===== src/rtl/iterative_muldiv.sv =====
// iterative_muldiv: RV32M/RV64M multiply/divide unit.
// Retires STEP bits per cycle behind valid/ready request/response handshakes.
module iterative_muldiv #(
  parameter int XLEN = 32,
  parameter int STEP = 1
) (
  input  logic            clk,
  input  logic            reset,
  input  logic            flush,
  input  logic            req_valid,
  output logic            req_ready,
  input  logic [2:0]      req_op,
  input  logic [XLEN-1:0] req_rs1,
  input  logic [XLEN-1:0] req_rs2,
  input  logic [4:0]      req_rd,
  output logic            res_valid,
  input  logic            res_ready,
  output logic [XLEN-1:0] res_data,
  output logic [4:0]      res_rd,
  output logic            busy
);

  if ((STEP != 1 && STEP != 2 && STEP != 4) || (XLEN % STEP) != 0) begin : g_bad_step
    $error("iterative_muldiv: STEP must be 1, 2 or 4 and divide XLEN");
  end

  localparam int N  = XLEN / STEP;
  localparam int CW = $clog2(N + 1);
  localparam logic [CW-1:0] CNT_N   = CW'(N);
  localparam logic [CW-1:0] CNT_ONE = CW'(1);
  localparam logic [XLEN-1:0] MIN_NEG = {1'b1, {(XLEN-1){1'b0}}};

  typedef enum logic [2:0] {
    S_IDLE, S_MUL, S_DIV, S_FIX, S_DONE
  } state_t;

  state_t            state_q;
  logic [CW-1:0]     cnt_q;
  logic [2:0]        op_q;
  logic [4:0]        rd_q;
  logic              neg_q;
  logic [XLEN-1:0]   opa_q;
  logic [2*XLEN-1:0] acc_q;
  logic [XLEN-1:0]   rem_q;
  logic              res_valid_q;
  logic [XLEN-1:0]   res_data_q;
  logic [4:0]        res_rd_q;

  logic            s1, s2, div_zero, div_ovf;
  logic [XLEN-1:0] mag1, mag2;

  // Operand signedness, magnitudes and fast-path detection at acceptance
  always_comb begin
    s1 = req_rs1[XLEN-1] &&
         (req_op inside {3'b001, 3'b010, 3'b100, 3'b110});
    s2 = req_rs2[XLEN-1] &&
         (req_op inside {3'b001, 3'b100, 3'b110});
    mag1 = s1 ? -req_rs1 : req_rs1;
    mag2 = s2 ? -req_rs2 : req_rs2;
    div_zero = req_op[2] && (req_rs2 == '0);
    div_ovf  = req_op[2] && !req_op[0] &&
               (req_rs1 == MIN_NEG) && (&req_rs2);
  end

  logic [2*XLEN-1:0] mul_acc_d;
  logic [XLEN:0]     mul_sum;
  logic [XLEN-1:0]   div_quo_d, div_rem_d;
  logic [XLEN:0]     div_trial, div_diff;

  // One compute cycle: STEP shift-add or restoring-subtract steps
  always_comb begin
    mul_acc_d = acc_q;
    mul_sum   = '0;
    for (int i = 0; i < STEP; i++) begin
      mul_sum = {1'b0, mul_acc_d[2*XLEN-1:XLEN]} +
                (mul_acc_d[0] ? {1'b0, opa_q} : '0);
      mul_acc_d = {mul_sum, mul_acc_d[XLEN-1:1]};
    end
    div_rem_d = rem_q;
    div_quo_d = acc_q[XLEN-1:0];
    div_trial = '0;
    div_diff  = '0;
    for (int i = 0; i < STEP; i++) begin
      div_trial = {div_rem_d, div_quo_d[XLEN-1]};
      div_diff  = div_trial - {1'b0, opa_q};
      div_quo_d = {div_quo_d[XLEN-2:0], !div_diff[XLEN]};
      div_rem_d = div_diff[XLEN] ? div_trial[XLEN-1:0]
                                 : div_diff[XLEN-1:0];
    end
  end

  logic [2*XLEN-1:0] prod;
  logic [XLEN-1:0]   quo, rmd, res_d;

  // Sign correction and result selection for the FIX cycle
  always_comb begin
    prod  = neg_q ? -acc_q : acc_q;
    quo   = neg_q ? -acc_q[XLEN-1:0] : acc_q[XLEN-1:0];
    rmd   = neg_q ? -rem_q : rem_q;
    res_d = '0;
    unique case (1'b1)
      (op_q == 3'b000):               res_d = prod[XLEN-1:0];
      (!op_q[2] && op_q[1:0] != 0):   res_d = prod[2*XLEN-1:XLEN];
      (op_q[2] && !op_q[1]):          res_d = quo;
      (op_q[2] && op_q[1]):           res_d = rmd;
      default:                        res_d = '0;
    endcase
  end

  // Control FSM with registered result outputs
  always_ff @(posedge clk) begin
    if (reset) begin
      state_q     <= S_IDLE;
      cnt_q       <= '0;
      op_q        <= '0;
      rd_q        <= '0;
      neg_q       <= 1'b0;
      opa_q       <= '0;
      acc_q       <= '0;
      rem_q       <= '0;
      res_valid_q <= 1'b0;
      res_data_q  <= '0;
      res_rd_q    <= '0;
    end else if (flush) begin
      state_q     <= S_IDLE;
      res_valid_q <= 1'b0;
    end else begin
      unique case (state_q)
        S_IDLE: begin
          if (req_valid && req_ready) begin
            op_q  <= req_op;
            rd_q  <= req_rd;
            cnt_q <= CNT_N;
            if (div_zero) begin
              res_data_q  <= req_op[1] ? req_rs1 : '1;
              res_rd_q    <= req_rd;
              res_valid_q <= 1'b1;
              state_q     <= S_DONE;
            end else if (div_ovf) begin
              res_data_q  <= req_op[1] ? '0 : req_rs1;
              res_rd_q    <= req_rd;
              res_valid_q <= 1'b1;
              state_q     <= S_DONE;
            end else if (req_op[2]) begin
              opa_q   <= mag2;
              acc_q   <= {{XLEN{1'b0}}, mag1};
              rem_q   <= '0;
              neg_q   <= req_op[1] ? s1 : (s1 ^ s2);
              state_q <= S_DIV;
            end else begin
              opa_q   <= mag1;
              acc_q   <= {{XLEN{1'b0}}, mag2};
              neg_q   <= s1 ^ s2;
              state_q <= S_MUL;
            end
          end
        end
        S_MUL: begin
          acc_q <= mul_acc_d;
          cnt_q <= cnt_q - CNT_ONE;
          if (cnt_q == CNT_ONE) state_q <= S_FIX;
        end
        S_DIV: begin
          acc_q <= {acc_q[2*XLEN-1:XLEN], div_quo_d};
          rem_q <= div_rem_d;
          cnt_q <= cnt_q - CNT_ONE;
          if (cnt_q == CNT_ONE) state_q <= S_FIX;
        end
        S_FIX: begin
          res_data_q  <= res_d;
          res_rd_q    <= rd_q;
          res_valid_q <= 1'b1;
          state_q     <= S_DONE;
        end
        S_DONE: begin
          if (res_ready) begin
            res_valid_q <= 1'b0;
            state_q     <= S_IDLE;
          end
        end
        default: state_q <= S_IDLE;
      endcase
    end
  end

  assign req_ready = (state_q == S_IDLE) && !reset && !flush;
  assign res_valid = res_valid_q;
  assign res_data  = res_data_q;
  assign res_rd    = res_rd_q;
  assign busy      = (state_q == S_MUL) || (state_q == S_DIV) ||
                     (state_q == S_FIX);

endmodule

===== config.mk =====
export PLATFORM = sky130hd
export DESIGN_NAME = iterative_muldiv
export DESIGN_NICKNAME = d
export VERILOG_FILES = /design/src/rtl/iterative_muldiv.sv
export SDC_FILE = /design/constraint.sdc
export NUM_CORES = 1
export LEC_CHECK = 0
export CELL_PAD_IN_SITES_DETAIL_PLACEMENT = 1
export CELL_PAD_IN_SITES_GLOBAL_PLACEMENT = 1
export CORE_MARGIN = 2
export CORE_UTILIZATION = 44
export DETAILED_ROUTE_END_ITERATION = 12
export GPL_TIMING_DRIVEN = 0
export PLACE_DENSITY = 0.82
export SYNTH_ARGS = -nofsm -noshare
export SYNTH_HDL_FRONTEND = slang
export SYNTH_SLANG_ARGS = --single-unit

===== constraint.sdc =====
create_clock -name clk -period 4.1 [get_ports clk]
set_input_delay 0.41 -clock clk [delete_from_list [all_inputs] [get_ports clk]]
set_output_delay 0.41 -clock clk [all_outputs]
set_load 0.03 [all_outputs]

Word level (Yosys, flattened, before mapping)
Cells that the tools add are included.

Add/subtract/negate cells: 8. Equal/unequal tests: 17. Multiplexer cells: 45. Bitwise operators: 5. Reduce and logical (&&, ||, !) cells: 44.

Operator list (count): 32-bit 2-to-1 mux (17); 64-bit 2-to-1 mux (4); 64-bit one-hot mux with 3 select lines (1); 32-bit negation (4); 32-bit one-hot mux with 2 select lines (2); 32-bit one-hot mux with 4 select lines (1); 64-bit negation (1); 32-bit by 32-bit adder with 33-bit output (1); 33-bit by 32-bit subtractor with 33-bit output (1); 32-bit equality test (second input constant) (1); 32-bit logical NOT (1); 32-bit AND reduction (1); 3-bit 2-to-1 mux (5); 5-bit 2-to-1 mux (3); 1-bit logical AND (12); 3-bit one-hot mux with 4 select lines (1); 6-bit one-hot mux with 2 select lines (1); 6-bit AND reduction (2); 2-bit inequality test (second input constant) (5); 5-bit one-hot mux with 2 select lines (1); 5-bit AND reduction (2); 2-bit nonzero test (5); 3-bit by 2-bit equality test with 1-bit output (second input constant) (3); 3-bit equality test (second input constant) (3); other kinds (19) (41).

Register bits after elaboration: 184. Input bits: 77. Output and inout bits: 40. Word-level logic and storage cells: 131.

Depth between registers and ports, before layout
Depth after elaboration: 9. Depth in mapped cells: 15. Mapped depth without buffers: 13.

Worst setup path after synthesis
Ideal clock, no wire load.

Path type: reg2reg. Start: reg acc_q[31]. End: reg rem_q[31]. Setup time: 57 ps. Data arrival time: 3234 ps. Required time: 4043 ps. Setup slack: 809 ps. Cell stages (with the launch flop): 15. Path buffers: 1. Clock period less this slack: 3291 ps. Cells stage by stage: dfxtp_1 > inv_1 > ha_1 > inv_1 > fa_1 > a211oi_1 > o31a_1 > a211oi_2 > o2111ai_1 > a311oi_1 > or4_1 > a31oi_1 > clkbuf_1 > a22o_1 > a21o_1.

Longest elaborated chain between the ends: 3.

Ends and longest elaborated chain: start, declared (RTL line 43) `logic [2*XLEN-1:0] acc_q;`; start signal, assigned (RTL line 146) `acc_q <= {{XLEN{1'b0}}, mag1};`; start signal, assigned (RTL line 152) `acc_q <= {{XLEN{1'b0}}, mag2};`; start signal, assigned (RTL line 159) `acc_q <= mul_acc_d;`; 33-bit by 32-bit subtractor with 33-bit output (RTL line 85) `div_diff = div_trial - {1'b0, opa_q};`; 32-bit 2-to-1 mux (RTL line 87) `div_rem_d = div_diff[XLEN] ? div_trial[XLEN-1:0]`; 32-bit one-hot mux with 2 select lines (RTL line 128) `unique case (state_q)`; end signal, assigned (RTL line 165) `rem_q <= div_rem_d;`; end, declared (RTL line 44) `logic [XLEN-1:0] rem_q;`.

Every way passes these cells. A chain may end at the register's enable or synchronous reset.

Final worst setup path
Start: in reset. End: out req_ready.

Longest elaborated chain between the ends: 3.

Ends and longest elaborated chain: start, declared (RTL line 8) `input logic reset,`; 1-bit logical NOT (RTL line 186) `assign req_ready = (state_q == S_IDLE) && !reset && !flush;`; 1-bit logical AND (2 in a row) (RTL line 186); end, declared (RTL line 11) `output logic req_ready,`.

Every way passes these cells.

==> metrics.csv <==
metric,value,unit
outcome,"finished, final reports clean",
post_synth.cell_area_avg,7.20,um^2
cts_made_buffers,17,
grt_pass1_vias,18987,
synth_edf_count,0,
num_antenna_cells,0,
crit_chain,clkdlybuf4s50_1 -> clkbuf_1 -> clkbuf_1 -> nor2_1 -> and2_1 -> clkdlybuf4s50_1,
drc,0,
max_freq,249,MHz
firstDrtPassIters,6,
top_layer,met5,
p_int,3.22,mW
p_comb_frac,0.280,
p_sw_frac,0.393,
finalWorstSetupSlack,0.0883,ns
grt_first_pass_wirelength,120,mm
critPathMaxStageDelay,0.93,ns
ys_warn_count,0,
cts_root_buf,clkbuf_16,
period_needed,4.01,ns
design.core.area,36400,um^2
io_pins,117,
r2r_slack,0.16,ns
num_vias,19007,
synth_area,16200,um^2
wl_met3,5.88,mm
postLayoutCellArea,18700,um^2
cts_tree,built,
drive_gt1_frac,0.0443,
crit_path_end_kind,output port,
drtIter0Drc,1646,
critPathMaxFanout,10,
clkTransAtPathRegs,0.10,ns
rsz0062_at_grt,yes,
fillers,4680,
seq_area_frac_synth,0.227,
fin_skew,0.0199,ns
async_reset_ff_frac,0,
whs,0.459,ns
dp_hpwl,65.5,mm
htreeDepth,4,
multi_input_area,11700,um^2
syn_to_final_growth,15.6,%
syn_nets,2400,
wl_met2,37.0,mm
path_class,input port to output port,
io_buffers,109,
slew_headroom,0.198,
core.rowCount,70,
wl_per_cell,28.4,um
cpMaxStageDelayCell,clkbuf_1,
synthesis.instances,2250,
final_common_cell,nand2_1,
post_drt_via_cell_ratio,6.64,
clk_latency,0.48,ns
dpl_cell_area,17900,um^2
tightest_slew,1.20,ns
ant_nets,0,
wirelength,81.4,mm
start_kind,input port,
wl_met1,31.8,mm
finalHoldViolations,0,
die_w,196,um
period_share,0.978,
report.final.slew_viol_count,0,
final_cell_mix,"nand2_1 (250), nor2_1 (238), dfxtp_1 (182), o21ai_0 (161), a21oi_1 (159)",
dieArea,38400,um^2
start_util,0.445,
stdcell_count,2861,
regArea,3690,um^2
fp.dieH,196,um
p_switching,2.08,mW
nNetsFinal,2530,
setup_violations,0,
crit_arrival,3.60,ns
gp_congestion,0.988,
hp-class,flip-flop to flip-flop,
synth_flop_cell,dfxtp_1,
power,5.30,mW
cts.sinks,184,
place_ws,-1.12,ns
pwr-share-clk,0.360,
leakagePower,6.93,nW
max-vdd-ir-drop,0.280,mV
p_seq_frac,0.361,
cts_buffer_depth,2,
grt_max_degree,25,
dpl.cell_count,2827,
gr-total-overflow,0,
worst_ep_required_time,3.69,ns
maxCapViolations,0,
grt_usage,0.415,
ys_types,85,
antenna_found_initial,1,
yosys_register_bits,184,
powerDensity,283,nW/um^2
==> synthesized netlist by cell type (18+ instances only) <==
cell type	number	area, um^2
nand2_1	251	942
nor2_1	238	893
dfxtp_1	184	3680
o21ai_0	164	821
a21oi_1	159	796
clkbuf_1	145	544
xnor2_1	92	806
xor2_1	88	771
inv_1	79	297
ha_1	71	888
nor3_1	55	275
a22oi_1	53	398
o31ai_1	41	308
nand3_1	40	200
o211ai_1	40	300
a211oi_1	36	270
nand2b_1	35	219
a21o_1	34	255
a311oi_1	30	263
nand4_1	30	188
or3_1	29	181
nor4_1	23	144
a221oi_1	20	175
a31oi_1	20	125
mux2i_1	19	190
or4_1	19	143
o21a_1	18	135
==> logic make-up after synthesis <==
| group | Yosys count | synth area share |
|---|---|---|
| compound gates | 752 | 0.312 |
| xor+xnor | 180 | 0.0973 |
| fa+ha+maj | 73 | 0.0573 |
| buf+inv | 243 | 0.0576 |
| flops | 184 | 0.227 |
| mux | 19 | 0.0117 |
| simple gates | 799 | 0.236 |
==> repair_timing <==
action | in CTS | in global routing
gates resized for setup | 22 | 26
hold buffers | 0 | 0
pin swaps | 1 | 3
setup endpoints to repair | 94 | 80
gates cloned | 0 | 0
buffers inserted | 1 | 2
==> worst paths after layout <==
path	from	depth (start not counted)	to
worst max register to register	acc_q[0]	13	acc_q[60]
worst max-delay path	reset	6	req_ready
worst min-delay path	opa_q[4]	2	opa_q[4]
worst min register to register	opa_q[4]	2	opa_q[4]
==> worst max-delay path, delay by kind of cell <==
| family | cells | cell delay, ns |
|---|---|---|
| simple gates | 2 | 0.36 |
| buf+inv | 4 | 2.81 |
==> final cells by class <==
| type | count | share of cell area |
|---|---|---|
| multi-input cells | 1823 | 0.626 |
| clock inverters | 15 | 0.0130 |
| clock buffers | 17 | 0.0227 |
| well taps | 468 | 0.0313 |
| plain buffers | 162 | 0.0343 |
| flip-flops and latches | 184 | 0.197 |
| inverters | 80 | 0.0160 |
| repair buffers | 112 | 0.0596 |
==> metal layers <==
| metal | vias up | track usage |
|---|---|---|
| met1 | 9254 | 0.496 |
| met5 | - | 0 |
| li1 | 8552 | - |
| met2 | 916 | 0.684 |
| met4 | 2 | 0.292 |
| met3 | 283 | 0.0643 |
==> per-stage QoR <==
| step | setup TNS, ns | utilization |
|---|---|---|
| after floorplan | 0 | - |
| after global placement | -83.75 | 0.491 |
| after detailed placement | -92.99 | 0.491 |
| after CTS | 0 | 0.512 |
| after global routing | 0 | 0.514 |
| final | 0 | 0.514 |
==> registers in the layout (all words and copies together) (netlist names) <==
register / cells
op_q: 3
rd_q: 5
cnt_q: 6
res_valid: 1
state_q: 3
rem_q: 32
acc_q: 64
res_data: 32
opa_q: 32
neg_q: 1
res_rd: 5
==> power by group through the flow <==
stage / sequential [mW] / combinational, mW / clock [mW]
after floorplan: 1.91 / 0.873 / 0
after global placement: 1.94 / 1.36 / 0
after detailed placement: 1.95 / 1.40 / 0
after CTS: 1.91 / 1.43 / 1.90
after global routing: 1.91 / 1.57 / 1.96
final: 1.91 / 1.48 / 1.91
(Power assumes the default switching activity.)
